===== config.mk =====
export PLATFORM = sky130hd
export DESIGN_NAME = spi_sclk_engine_flat
export DESIGN_NICKNAME = d
export VERILOG_FILES = /design/src/rtl/spi_sclk_engine_if.sv /design/src/rtl/spi_sclk_engine.sv /design/src/flat_wrapper.sv
export SDC_FILE = /design/constraint.sdc
export NUM_CORES = 1
export LEC_CHECK = 0
export ABC_AREA = 1
export BUFFER_PORTS_ARGS = -buffer_cell sky130_fd_sc_hd__buf_2
export CAP_MARGIN = 10
export CELL_PAD_IN_SITES_DETAIL_PLACEMENT = 1
export CELL_PAD_IN_SITES_GLOBAL_PLACEMENT = 2
export CORE_UTILIZATION = 31
export CTS_CLUSTER_DIAMETER = 150
export CTS_CLUSTER_SIZE = 25
export DETAILED_ROUTE_END_ITERATION = 7
export MAX_ROUTING_LAYER = met4
export PLACE_DENSITY = 0.86
export SLEW_MARGIN = 25
export SYNTH_ARGS = -nofsm -noshare
export SYNTH_HDL_FRONTEND = slang
export SYNTH_SLANG_ARGS = --single-unit

===== constraint.sdc =====
create_clock -name clk -period 2.8 [get_ports clk]
set_clock_uncertainty 0.15 [all_clocks]
set_input_delay 0 -clock clk [delete_from_list [all_inputs] [get_ports clk]]
set_output_delay 0 -clock clk [all_outputs]
set_load 0.03 [all_outputs]

===== src/rtl/spi_sclk_engine_if.sv =====
// ============================================================================
// Module      : spi_sclk_engine_if
// Description : Control and strobe bundle between the SPI controller and
//               its serial-clock engine.
// Revision    : 1.0 - initial release
// ============================================================================
`default_nettype none

interface spi_sclk_engine_if;
    logic       i_mode;
    logic       i_cpol;
    logic       i_cpha;
    logic [2:0] i_div;
    logic       i_cs;
    logic       i_ext_sclk;
    logic       o_sclk;
    logic       o_sclk_oe;
    logic       o_sclk_pe;
    logic       o_sclk_ne;
    logic       o_shift_stb;
    logic       o_sample_stb;

    modport slave (
        input  i_mode, i_cpol, i_cpha, i_div, i_cs, i_ext_sclk,
        output o_sclk, o_sclk_oe, o_sclk_pe, o_sclk_ne, o_shift_stb, o_sample_stb
    );

    modport master (
        output i_mode, i_cpol, i_cpha, i_div, i_cs, i_ext_sclk,
        input  o_sclk, o_sclk_oe, o_sclk_pe, o_sclk_ne, o_shift_stb, o_sample_stb
    );
endinterface

`default_nettype wire


===== src/rtl/spi_sclk_engine.sv =====
// ============================================================================
// Module      : spi_sclk_engine
// Description : SPI SCLK generator (leader) and edge/shift/sample strobe
//               generator for either the internal or external SCLK.
//               Optional macro SCLK_SYNC_EN adds a second sampling flop.
// Revision    : 1.0 - initial release
// ============================================================================
`default_nettype none

module spi_sclk_engine #(
    parameter int CNT_W = 7
) (
    input  wire logic           clk,
    input  wire logic           rst_n,
    spi_sclk_engine_if.slave    bus
);

    logic [CNT_W-1:0] r_cnt;
    logic [2:0]       r_div;
    logic             r_cpol;
    logic             r_sclk;
    logic [CNT_W-1:0] w_limit;

    // Divider and polarity are only captured while idle so a frame never
    // sees a mid-transfer change of timing or edge ordering.
    assign w_limit = (CNT_W'(1) << r_div) - CNT_W'(1);

    always_ff @(posedge clk or negedge rst_n) begin
        if (!rst_n) begin
            r_cnt  <= '0;
            r_div  <= '0;
            r_cpol <= 1'b0;
            r_sclk <= 1'b0;
        end else if (bus.i_cs) begin
            r_cnt  <= '0;
            r_div  <= bus.i_div;
            r_cpol <= bus.i_cpol;
            r_sclk <= bus.i_cpol;
        end else if (r_cnt == w_limit) begin
            r_cnt  <= '0;
            r_sclk <= ~r_sclk;
        end else begin
            r_cnt  <= r_cnt + CNT_W'(1);
        end
    end

    logic w_src;
    logic w_src_s;
    logic r_s1;
    logic r_prev;

    assign w_src = bus.i_mode ? r_sclk : bus.i_ext_sclk;

`ifdef SCLK_SYNC_EN
    logic r_s2;

    always_ff @(posedge clk or negedge rst_n) begin
        if (!rst_n) begin
            r_s1   <= 1'b0;
            r_s2   <= 1'b0;
            r_prev <= 1'b0;
        end else begin
            r_s1   <= w_src;
            r_s2   <= r_s1;
            r_prev <= r_s2;
        end
    end

    assign w_src_s = r_s2;
`else
    always_ff @(posedge clk or negedge rst_n) begin
        if (!rst_n) begin
            r_s1   <= 1'b0;
            r_prev <= 1'b0;
        end else begin
            r_s1   <= w_src;
            r_prev <= w_src_s;
        end
    end

    assign w_src_s = r_s1;
`endif

    logic w_pe;
    logic w_ne;
    logic w_lead;
    logic w_trail;

    // Gating with cs hides the idle-level step seen right after reset.
    assign w_pe    =  w_src_s & ~r_prev & ~bus.i_cs;
    assign w_ne    = ~w_src_s &  r_prev & ~bus.i_cs;
    assign w_lead  = r_cpol ? w_ne : w_pe;
    assign w_trail = r_cpol ? w_pe : w_ne;

    assign bus.o_sclk       = r_sclk;
    assign bus.o_sclk_oe    = bus.i_mode;
    assign bus.o_sclk_pe    = w_pe;
    assign bus.o_sclk_ne    = w_ne;
    assign bus.o_shift_stb  = bus.i_cpha ? w_lead  : w_trail;
    assign bus.o_sample_stb = bus.i_cpha ? w_trail : w_lead;

endmodule

`default_nettype wire


===== src/flat_wrapper.sv =====
// flat-port wrapper written by rule: the top's interface ports become plain ports
module spi_sclk_engine_flat 
#(
    parameter int CNT_W = 7
)
  (clk, rst_n, bus_i_mode, bus_i_cpol, bus_i_cpha, bus_i_div, bus_i_cs, bus_i_ext_sclk, bus_o_sclk, bus_o_sclk_oe, bus_o_sclk_pe, bus_o_sclk_ne, bus_o_shift_stb, bus_o_sample_stb);
  spi_sclk_engine_if bus_i ();
  input  wire logic clk;
  input  wire logic rst_n;
  input wire logic [$bits(bus_i.i_mode)-1:0] bus_i_mode;
  input wire logic [$bits(bus_i.i_cpol)-1:0] bus_i_cpol;
  input wire logic [$bits(bus_i.i_cpha)-1:0] bus_i_cpha;
  input wire logic [$bits(bus_i.i_div)-1:0] bus_i_div;
  input wire logic [$bits(bus_i.i_cs)-1:0] bus_i_cs;
  input wire logic [$bits(bus_i.i_ext_sclk)-1:0] bus_i_ext_sclk;
  output wire logic [$bits(bus_i.o_sclk)-1:0] bus_o_sclk;
  output wire logic [$bits(bus_i.o_sclk_oe)-1:0] bus_o_sclk_oe;
  output wire logic [$bits(bus_i.o_sclk_pe)-1:0] bus_o_sclk_pe;
  output wire logic [$bits(bus_i.o_sclk_ne)-1:0] bus_o_sclk_ne;
  output wire logic [$bits(bus_i.o_shift_stb)-1:0] bus_o_shift_stb;
  output wire logic [$bits(bus_i.o_sample_stb)-1:0] bus_o_sample_stb;
  assign bus_i.i_mode = bus_i_mode;
  assign bus_i.i_cpol = bus_i_cpol;
  assign bus_i.i_cpha = bus_i_cpha;
  assign bus_i.i_div = bus_i_div;
  assign bus_i.i_cs = bus_i_cs;
  assign bus_i.i_ext_sclk = bus_i_ext_sclk;
  assign bus_o_sclk = bus_i.o_sclk;
  assign bus_o_sclk_oe = bus_i.o_sclk_oe;
  assign bus_o_sclk_pe = bus_i.o_sclk_pe;
  assign bus_o_sclk_ne = bus_i.o_sclk_ne;
  assign bus_o_shift_stb = bus_i.o_shift_stb;
  assign bus_o_sample_stb = bus_i.o_sample_stb;
  spi_sclk_engine #(.CNT_W(CNT_W)) u_core (.clk(clk), .rst_n(rst_n), .bus(bus_i));
endmodule

==> flow_metrics.env <==
export IMPL_numPortBuffers=15
export IMPL_vias=820
export IMPL_endpoint_kind="register"
export IMPL_antenna_cells=0
export IMPL_r2r_end="u_core.bus.o_sclk"
export IMPL_drt_total_wl_um=2340
export IMPL_track_usage_pct=21.8
export IMPL_hold_viol=0
export IMPL_postRouteAntennaNets=0
export IMPL_fmax_ghz=0.501
export IMPL_fin_cells=171
export IMPL_synth_cell_types=19
export IMPL_remaining_drc_errors=0
export IMPL_setup_viol=0
export IMPL_htreeDepth=1
export IMPL_antenna_found_initial=0
export IMPL_post_cts_setup_buffers=0
export IMPL_grt_pass1_wl_um=4000
export IMPL_p_leak_nw=0.566
export IMPL_slew_headroom_pct=58.3
export IMPL_first_pass_iters=4
export IMPL_path_depth=6
export IMPL_crit_slowest_cell="dlygate4sd3_1"
export IMPL_crit_required_ps=2850
export IMPL_cts_inserted_buffers=3
export IMPL_vias_per_cell=4.80
export IMPL_die_area_sq_um=2770
export IMPL_rows=17
export IMPL_critical_path_top_delay_family="buffers and inverters"
export IMPL_drt_iter0_markers=2
export IMPL_post_route_min_period_ps=2000
export IMPL_final_cell_mix="nand2_1, dlygate4sd3_1, buf_2"
export IMPL_crit_chain="dlygate4sd3_1 > buf_2 > nand2_1 > dlygate4sd3_1 > o21ai_0 > dlygate4sd3_1"
export IMPL_synth_area_leaders="dfrtp_1, nand2_1, nand3_1"
export IMPL_core_area_sq_um=2320
export IMPL_layout_commonest_cell="nand2_1"
export IMPL_yosysSeqAreaShare_pct=44.0
export IMPL_synth_nets=120
export IMPL_cp_max_fo=8
export IMPL_path_clk_slew_ps=100
export IMPL_cts_sinks=14
export IMPL_cts_tree="done"
export IMPL_cp_arrival_ps=2050
export IMPL_endpoint="u_core.r_div[0]"
export IMPL_grt_pass1_vias=881
export IMPL_synth_seq_cells=14
export IMPL_dp_cells=150
export IMPL_crit_start="bus_i_cs"
export IMPL_syn_inst=109
export IMPL_drive_gt1_share_pct=17.5
export IMPL_dp_hpwl_um=1520
export IMPL_hp_class="primary input to primary output"
export IMPL_globalplace_congestion=0.814
export IMPL_rrSetupSlack_ps=1150
export IMPL_tightest_slew_ps=624
export IMPL_yosysTopAreaCell="dfrtp_1"
export IMPL_nets=155
export IMPL_ios=16
export IMPL_power_density_nw_per_um2=480
export IMPL_cts_root_buf="clkbuf_4"
export IMPL_grt_ovfl_total=0
export IMPL_cp_common_cell="dlygate4sd3_1"
export IMPL_peakVddDrop_v=0.000444
export IMPL_syn_area_sq_um=796
export IMPL_initial_utilization_pct=34.3
export IMPL_syn_to_final_growth_pct=37.4
export IMPL_report_final_slew_viol_count=0
export IMPL_die_h_um=52.7
export IMPL_cp_num_buf_inv=4
export IMPL_r2r_cells=9
export IMPL_cp_start_kind="primary input"
export IMPL_hold_worst_slack_ps=128
export IMPL_ys_warnings_count=0
export IMPL_avgSynthCellArea_sq_um=7.30
export IMPL_yosysTopAreaCellShare_pct=44.0
export IMPL_post_route_period_util_pct=71.3
export IMPL_worstSetupPathType="primary input to register"
export IMPL_r2r_start="u_core.r_div[2]"
export IMPL_clock_latency_ps=310
export IMPL_clock_path_buffers=2
export IMPL_status="completed"
export IMPL_die_w_um=52.7
export IMPL_grt_start_max_net_pins=15
export IMPL_rsz0062_at_grt="no"
export IMPL_finalPower_uw=525
export IMPL_max_stage_delay_ps=580
export IMPL_routedWlPerCell_um=13.7
export IMPL_totalNegativeSetupSlack_ps=0
export IMPL_maxCapViolations=0
export IMPL_num_fill_cells=293
==> cells in the mapped netlist (all sizes together) <==
| master | number |
|---|---|
| nand2 | 36 |
| nand3 | 15 |
| nor2 | 15 |
| dfrtp | 14 |
| inv | 14 |
| o21ai | 6 |
| buf | 2 |
| xor2 | 2 |
| a21oi | 1 |
| ha | 1 |
| mux2 | 1 |
| o21bai | 1 |
| xnor2 | 1 |
==> report_power, final <==
part	leakage (nW)	switching [mW]	internal (mW)	total (mW)
sequential	0.180	0.0200	0.218	0.238
clock	0.0210	0.0789	0.0796	0.159
combinational	0.365	0.0736	0.0549	0.129
total	0.566	0.173	0.352	0.525
==> cells by family (layout without fill, tap and decap cells) <==
kind of cell | Yosys count | count (layout) | synth area share (%)
mux | 1 | 1 | 1.41
xor+xnor | 3 | 3 | 3.30
simple gates | 66 | 66 | 35.4
flops | 14 | 14 | 44.0
fa+ha+maj | 1 | 1 | 1.57
buf+inv | 16 | 50 | 8.96
compound gates | 8 | 8 | 5.34
==> metrics by stage <==
step / instance area, sq um / worst slack (ps) / utilization, %
detailed placement: 887 / 1270 / 38.3
floorplan: 796 / 1220 / -
CTS: 1090 / 922 / 47.2
finish: 1090 / 802 / 47.2
global route: 1090 / 766 / 47.2
global placement: 887 / 1320 / 38.3
==> state kept, by name (all words and copies together) (netlist names) <==
signal and cells:
u_core.bus.o_sclk 1, u_core.r_cpol 1, u_core.r_s1 1, u_core.r_prev 1
u_core.r_cnt 7, u_core.r_div 3
==> routing by layer <==
layer,track usage [%],share of wire (%),vias to the layer above
li1,-,-,406
met1,22.3,42,390
met2,38.6,52,15
met3,4.06,2.5,9
met4,12.7,3.9,0
met5,-,0,-
==> worst reg2reg max path, delay by kind of cell, from the launching register on <==
kind / cells / cell delay (ps)
flip-flops: 1 / 480
AND/OR/NAND/NOR: 9 / 940
==> repair_timing <==
item                                   in CTS  in global routing
endpoints found under the hold margin      20                  0
resized for setup                           0                  0
hold buffers                               17                  0
==> area by class of cell <==
class	count	area [sq um]	share of cell area, %
timing repair buffer	32	245	22.4
clock buffer	4	36.3	3.32
tap	28	35.0	3.20
sequential	14	350	32.0
inverter	14	52.6	4.81
multi-input combinational	79	374	34.2
==> how the worst min path moves through the flow <==
stage                          start           endpoint  slack (ps)  depth (start not counted)
after detailed placement       rst_n    u_core.r_div[1]        -240                          1
final                     bus_i_mode      bus_o_sclk_oe         130                          2
after floorplan                rst_n  u_core.bus.o_sclk        -450                          0
after global routing      bus_i_mode      bus_o_sclk_oe         140                          2
after global placement         rst_n    u_core.r_div[1]        -240                          1
after CTS                 bus_i_mode      bus_o_sclk_oe         130                          2
Note: power is estimated with default switching activity, not from simulation.
